<file path="src/rtl/lsu_pkg.sv">
// lsu_pkg: shared definitions for the load/store unit.
//   - WidthSrc codes (word / half / byte)
//   - FSM state encoding
//   - byte-enable size masks and helpers for lane masks and word spanning
package lsu_pkg;

    localparam logic [1:0] WIDTH_WORD = 2'b00;
    localparam logic [1:0] WIDTH_HALF = 2'b10;
    localparam logic [1:0] WIDTH_BYTE = 2'b01;

    typedef enum logic [1:0] {
        IDLE   = 2'd0,
        BEAT1  = 2'd1,
        BEAT2  = 2'd2,
        FINISH = 2'd3
    } lsu_state_e;

    localparam logic [3:0] MASK_WORD = 4'b1111;
    localparam logic [3:0] MASK_HALF = 4'b0011;
    localparam logic [3:0] MASK_BYTE = 4'b0001;

    function automatic logic [3:0] size_mask(input logic [1:0] w);
        case (w)
            WIDTH_HALF: size_mask = MASK_HALF;
            WIDTH_BYTE: size_mask = MASK_BYTE;
            default:    size_mask = MASK_WORD;
        endcase
    endfunction

    function automatic logic [2:0] size_bytes(input logic [1:0] w);
        case (w)
            WIDTH_HALF: size_bytes = 3'd2;
            WIDTH_BYTE: size_bytes = 3'd1;
            default:    size_bytes = 3'd4;
        endcase
    endfunction

    // True when the access runs past the end of its word (off + size > 4).
    function automatic logic spans(input logic [1:0] w, input logic [1:0] off);
        spans = ({1'b0, off} + size_bytes(w)) > 3'd4;
    endfunction

endpackage

</file>
<file path="src/rtl/lsu_load_align.sv">
// lsu_load_align: combinational load-data assembly.
//   Merges the right-justified beat-1 bytes with the low bytes of the beat-2
//   word (split accesses), then sign- or zero-extends to WIDTH.
// Ports:
//   beat1_data  in  WIDTH  beat-1 word already shifted down by 8*off
//   beat2_data  in  WIDTH  raw beat-2 read word
//   off         in  2      byte offset of the access
//   width       in  2      WidthSrc code
//   is_unsigned in  1      zero-extend when 1
//   split       in  1      beat2_data contributes the upper bytes
//   rdata       out WIDTH  extended load result
module lsu_load_align
    import lsu_pkg::*;
#(
    parameter int WIDTH = 32
) (
    input  logic [WIDTH-1:0] beat1_data,
    input  logic [WIDTH-1:0] beat2_data,
    input  logic [1:0]       off,
    input  logic [1:0]       width,
    input  logic             is_unsigned,
    input  logic             split,
    output logic [WIDTH-1:0] rdata
);

    logic [WIDTH-1:0] merged;

    function automatic logic [WIDTH-1:0] extend(input logic [WIDTH-1:0] m,
                                                input logic [1:0]       w,
                                                input logic             uns);
        logic signed [7:0]  b;
        logic signed [15:0] h;
        b = m[7:0];
        h = m[15:0];
        case (w)
            WIDTH_BYTE: extend = uns ? {{(WIDTH-8){1'b0}}, m[7:0]}   : WIDTH'(b);
            WIDTH_HALF: extend = uns ? {{(WIDTH-16){1'b0}}, m[15:0]} : WIDTH'(h);
            default:    extend = m;
        endcase
    endfunction

    // Beat-1 supplies (4 - off) low bytes; beat-2 bytes land right above them.
    // off is never 0 when split, so the shift stays below WIDTH.
    always_comb begin
        merged = beat1_data;
        if (split)
            merged = beat1_data | (beat2_data << {(3'd4 - {1'b0, off}), 3'b000});
    end

    assign rdata = extend(merged, width, is_unsigned);

endmodule

</file>
<file path="src/rtl/load_store_unit.sv">
// load_store_unit: MEM-stage initiator towards a word-organised data memory.
//   Accepts one load/store from the core, issues one or two word-aligned
//   beats with byte enables and lane-shifted write data, returns aligned and
//   extended load data, and holds busy until the access completes.
// Configuration macro: MISALIGNED_SPLIT_EN
//   defined   - word-spanning accesses are split into two beats
//   undefined - word-spanning accesses do no beat and pulse misalign_err
// Ports:
//   clk, reset (async, active-high)
//   ls_valid/ls_we/WidthSrc/ls_unsigned/ls_addr/ls_wdata  core request
//   busy/done/ls_rdata/misalign_err                       core response
//   mem_req/mem_we/mem_be/mem_addr/mem_wdata              memory beat
//   mem_rdata/mem_ready                                   memory response
module load_store_unit
    import lsu_pkg::*;
#(
    parameter int WIDTH = 32,
    parameter int BE_W  = WIDTH / 8
) (
    input  logic             clk,
    input  logic             reset,
    input  logic             ls_valid,
    input  logic             ls_we,
    input  logic [1:0]       WidthSrc,
    input  logic             ls_unsigned,
    input  logic [WIDTH-1:0] ls_addr,
    input  logic [WIDTH-1:0] ls_wdata,
    output logic             busy,
    output logic             done,
    output logic [WIDTH-1:0] ls_rdata,
    output logic             misalign_err,
    output logic             mem_req,
    output logic             mem_we,
    output logic [BE_W-1:0]  mem_be,
    output logic [WIDTH-1:0] mem_addr,
    output logic [WIDTH-1:0] mem_wdata,
    input  logic [WIDTH-1:0] mem_rdata,
    input  logic             mem_ready
);

    lsu_state_e       state, state_nxt;
    logic [WIDTH-1:0] addr_q, wdata_q, beat1_q;
    logic [1:0]       width_q;
    logic             we_q, uns_q, err_q;
    logic             accept, last_beat;
    logic [1:0]       off;
    logic [3:0]       be1;
    logic [WIDTH-1:0] beat1_now, beat1_sel, load_word;

    assign off       = addr_q[1:0];
    assign accept    = (state == IDLE) && ls_valid && (WidthSrc != 2'b11);
    assign be1       = size_mask(width_q) << off;
    assign beat1_now = mem_rdata >> {off, 3'b000};

`ifdef MISALIGNED_SPLIT_EN
    logic       span_q;
    logic [3:0] be2;
    assign span_q    = spans(width_q, off);
    // Bytes pushed past lane 3 by the beat-1 shift wrap into the low lanes.
    assign be2       = size_mask(width_q) >> (3'd4 - {1'b0, off});
    assign last_beat = mem_ready && (((state == BEAT1) && !span_q) || (state == BEAT2));
`else
    assign last_beat = mem_ready && (state == BEAT1);
`endif

    // Beat-1 bytes come straight off the bus when this is the final beat.
    assign beat1_sel = (state == BEAT1) ? beat1_now : beat1_q;

    lsu_load_align #(.WIDTH(WIDTH)) u_align (
        .beat1_data  (beat1_sel),
        .beat2_data  (mem_rdata),
        .off         (off),
        .width       (width_q),
        .is_unsigned (uns_q),
        .split       (state == BEAT2),
        .rdata       (load_word)
    );

    // State register
    always_ff @(posedge clk or posedge reset) begin
        if (reset)
            state <= IDLE;
        else
            state <= state_nxt;
    end

    // Control registers and the externally visible load result
    always_ff @(posedge clk or posedge reset) begin
        if (reset) begin
            err_q    <= 1'b0;
            ls_rdata <= '0;
        end else begin
            if (accept) begin
`ifdef MISALIGNED_SPLIT_EN
                err_q <= 1'b0;
`else
                err_q <= spans(WidthSrc, ls_addr[1:0]);
`endif
            end
            if (last_beat && !we_q)
                ls_rdata <= load_word;
        end
    end

    // Request payload; only observed while the FSM is out of IDLE
    always_ff @(posedge clk) begin
        if (accept) begin
            addr_q  <= ls_addr;
            wdata_q <= ls_wdata;
            width_q <= WidthSrc;
            we_q    <= ls_we;
            uns_q   <= ls_unsigned;
        end
        if ((state == BEAT1) && mem_ready)
            beat1_q <= beat1_now;
    end

    // Next-state logic
    always_comb begin
        state_nxt = state;
        case (state)
            IDLE: begin
                if (accept) begin
`ifdef MISALIGNED_SPLIT_EN
                    state_nxt = BEAT1;
`else
                    state_nxt = spans(WidthSrc, ls_addr[1:0]) ? FINISH : BEAT1;
`endif
                end
            end
            BEAT1: begin
                if (mem_ready) begin
`ifdef MISALIGNED_SPLIT_EN
                    state_nxt = span_q ? BEAT2 : FINISH;
`else
                    state_nxt = FINISH;
`endif
                end
            end
`ifdef MISALIGNED_SPLIT_EN
            BEAT2:   if (mem_ready) state_nxt = FINISH;
`endif
            FINISH:  state_nxt = IDLE;
            default: state_nxt = IDLE;
        endcase
    end

    // Output logic
    always_comb begin
        busy         = (state != IDLE);
        done         = 1'b0;
        misalign_err = 1'b0;
        mem_req      = 1'b0;
        mem_we       = 1'b0;
        mem_be       = '0;
        mem_addr     = '0;
        mem_wdata    = '0;
        case (state)
            BEAT1: begin
                mem_req   = 1'b1;
                mem_we    = we_q;
                mem_be    = be1;
                mem_addr  = {addr_q[WIDTH-1:2], 2'b00};
                mem_wdata = wdata_q << {off, 3'b000};
            end
`ifdef MISALIGNED_SPLIT_EN
            BEAT2: begin
                mem_req   = 1'b1;
                mem_we    = we_q;
                mem_be    = be2;
                mem_addr  = {addr_q[WIDTH-1:2], 2'b00} + WIDTH'(4);
                mem_wdata = wdata_q >> {(3'd4 - {1'b0, off}), 3'b000};
            end
`endif
            FINISH: begin
                done         = !err_q;
                misalign_err = err_q;
            end
            default: ;
        endcase
    end

endmodule
</file>
<file path="config.mk">
export PLATFORM = sky130hd
export DESIGN_NAME = load_store_unit
export DESIGN_NICKNAME = d
export VERILOG_FILES = /design/src/rtl/lsu_pkg.sv /design/src/rtl/lsu_load_align.sv /design/src/rtl/load_store_unit.sv
export SDC_FILE = /design/constraint.sdc
export NUM_CORES = 1
export LEC_CHECK = 0
export ABC_AREA = 1
export ABC_CLOCK_PERIOD_IN_PS = 11900
export CAP_MARGIN = 20
export CELL_PAD_IN_SITES_DETAIL_PLACEMENT = 1
export CELL_PAD_IN_SITES_GLOBAL_PLACEMENT = 2
export CORE_ASPECT_RATIO = 0.9
export CORE_UTILIZATION = 30
export CTS_CLUSTER_DIAMETER = 30
export DETAILED_ROUTE_END_ITERATION = 8
export PLACE_DENSITY_LB_ADDON = 0.1
export REMOVE_ABC_BUFFERS = 1
export SLEW_MARGIN = 20
export SYNTH_ARGS = -nofsm -noshare
export SYNTH_HDL_FRONTEND = slang
export SYNTH_SLANG_ARGS = --single-unit
</file>
<file path="constraint.sdc">
create_clock -name clk -period 11.9 [get_ports clk]
set_clock_uncertainty 0.2 [all_clocks]
set_input_delay 2.975 -clock clk [delete_from_list [all_inputs] [get_ports clk]]
set_output_delay 2.975 -clock clk [all_outputs]
set_load 0.1 [all_outputs]
</file>
==> run metrics <==
status=complete, no violations; drt first pass iters=4; Yosys cell types=38; Die X=approximately 160 µm; RSZ-0062 raised after global routing=false; worst hold path type=register to register; CP endpoint kind=output port; crit share post-route=0.544; worst path arrival time=3300 ps; maximum vdd drop=between 0.00015 and 0.0002 V; synth warn=0; Clock Path Buffers=2; Int Power=0.00133 W; Async SR Flop Fraction=0.276; Power Dens Cells=~310 nW/µm²; CP top delay family=buffers and inverters; largest cells by area after synthesis=edfxtp_1 (39%), dfrtp_1 (12%), nand2_1 (10%), nor2_1 (7.3%), nand3_1 (5.4%); Post-synth top cells=nand2_1 (191), nor2_1 (137), edfxtp_1 (92); first-pass GRT wire length=about 35 mm; R2R Path Start=addr_q[0]; Levels on crit path=6; maxcap violations=0; max frequency=roughly 150 MHz; Filler cells=roughly 2700; # setup viols final=0; reg2reg setup slack=8590 ps; Area Growth Syn to Fin=40.0%; register clock-pin slew on the reported worst setup and hold paths=~60 ps; Crit path largest cell delay=about 1200 ps; EDFF count, synth=between 90 and 100; most frequent cell after synthesis=nand2_1; crit-path cells=inv_2 -> buf_4 -> ha_1 -> inv_1 -> nor2_1 -> clkdlybuf4s50_1; worst hold path endpoint=ls_rdata[6]; post-layout util=0.432; Placement Setup Slack=between 5000 and 6000 ps; CTS tree=yes; TNS Setup=0 ps; final wirelength=approximately 22 mm; Hold Violations, Final=0; clk root buf=clkbuf_16; Switching Fraction=0.570; critical path's slowest cell=clkdlybuf4s50_1; post-synthesis sequential area ratio=0.519; Initial Util=0.309; Clk pwr share=0.160; synthesis-stage register bit count=around 130; Worst Setup Start Kind=register; share of cells above drive strength 1=0.0979; Die Height=147 µm; GP Congestion=0.746; Worst Max-Slew Pin Slew=~1000 ps; Design Area, Final=about 10000 µm²; latest clock arrival within the worst-skew pair=approximately 430 ps; Critical Path Fanout Max=37; number of global-route vias before repair=between 6000 and 7000; total gr overflow=0; Post-Place Cell Area=9240 µm²; Total Die Area=between 20000 and 25000 µm²; vias after detailed routing=between 6000 and 7000; most common flop cell mapped by yosys=edfxtp_1; Min Clock Period, post-route=approximately 6500 ps; WHS=about 330 ps; Rows=52; initial antenna violation count=1; H-tree depth=4; reg2reg end=ls_rdata[25]; Final ANT Viol Nets=0; Post CTS Setup Buffer Count=0; nets@finish=around 1100; Iter 0 DRT Violations=300; Comb pwr share=0.623; min-delay src=ls_rdata[6]; post-CTS sizing=0; share of power burned in registers=0.216; largest net degree at the start of global routing=between 60 and 70; worst relative slew slack=0.303; post-detail-place hpwl=15.1 mm; Hold Path Stages=2; IO buf count=between 200 and 250; Synth area leader=edfxtp_1; via density per instance=4.62; Slew Viols, Final=0; Core Footprint=roughly 23000 µm²; Worst Path Buf+Inv=4; # IOs=about 210; Total Routing Usage GR=0.194; CP Class=register to output port; top-area cell type share of the netlist area=0.394; Worst Path Required=roughly 8700 ps; synthesized area=between 7000 and 8000 µm²; cts bufs inserted=17; Mean Syn Cell Area=between 8 and 9 µm²; cell count after synthesis=808; drt drc=0; worst setup margin=approximately 5400 ps; Switch Pwr=roughly 0.0018 W; total clock sinks=127; hold_buf cts=0; Worst Reg-to-Reg Cells=10; Leak=between 4 and 5 nW; drt wl/cell=16.9 µm
[how the worst max path moves through the flow]
stage / start / end / slack, ps
finish: addr_q[0] / mem_be[0] / 5430
floorplan: WidthSrc[0] / err_q / 3120
CTS: addr_q[0] / mem_be[0] / 5350
global placement: addr_q[0] / mem_be[0] / 5890
global route: addr_q[0] / mem_be[0] / 5270
detailed placement: addr_q[0] / mem_be[0] / 5840
[layout by cell type, fill, tap and decap left out, types with 3 or more instances in the layout]
master	n
clkdlybuf4s50_1	206
nand2_1	191
nor2_1	136
edfxtp_1	92
inv_1	86
nand3_1	76
dfrtp_1	35
a21oi_1	31
or2_2	22
clkbuf_16	17
buf_4	11
o32ai_2	10
o21a_1	8
mux2i_1	8
o211ai_1	7
ha_1	7
a31oi_1	6
o32ai_1	6
inv_6	6
inv_2	5
o21ai_0	5
nand3_2	4
clkinv_4	4
nand2_2	3
clkinvlp_4	3
[registers in the layout, indices dropped and copies added, names as in the netlist]
name      flops
wdata_q      32
uns_q         1
we_q          1
state         2
err_q         1
width_q       2
ls_rdata     32
beat1_q      24
addr_q       32
[cells by family after synthesis]
group | synth area share
compound gates | 0.0868
fa+ha+maj | 0.0154
buf+inv | 0.0928
flops | 0.519
mux | 0.0114
other cells | 0.000535
simple gates | 0.274
[worst reg2reg max path, delay by kind of cell (launching register included)]
kind / cells / cell delay (ps)
flip-flops: 1 / 390
buffers and inverters: 4 / 1490
adder cells (fa/ha/maj): 1 / 260
AND/OR/NAND/NOR: 5 / 870
[layout make-up]
| cell class | count | area [µm²] | share of cell area |
|---|---|---|---|
| sequential | 127 | 3640 | 0.371 |
| clock buffer | 17 | 425 | 0.0434 |
| antenna | 1 | 2.50 | 0.000255 |
| timing repair buffer | 218 | 2160 | 0.220 |
| multi-input combinational | 541 | 2740 | 0.279 |
| clock inverter | 15 | 126 | 0.0129 |
| tap | 297 | 372 | 0.0379 |
| inverter | 93 | 349 | 0.0356 |
[layer usage]
layer	GRT usage	wire length [µm]
met1	0.254	10000
met2	0.323	10700
met3	0.0381	1140
met4	0.0528	267
met5	0	0
[stage by stage]
| stage | power, W | std cells |
|---|---|---|
| 6_report | 0.00309 | 1309 |
| 5_1_grt | 0.00324 | 1309 |
| 4_1_cts | 0.00313 | 1307 |
| 3_5_place_dp | 0.00262 | 1275 |
| 3_3_place_gp | 0.00261 | 1275 |
| 2_1_floorplan | 0.00212 | 761 |
[power groups by stage]
stage	combinational [W]	clock, W	sequential [W]
after floorplan	0.00104	0	0.00108
after global placement	0.00193	0	0.000676
after detailed placement	0.00194	0	0.000679
after CTS	0.00194	0.000511	0.000670
after global routing	0.00203	0.000525	0.000683
final	0.00192	0.000494	0.000668
No activity file was read; power rests on OpenSTA's default activity.
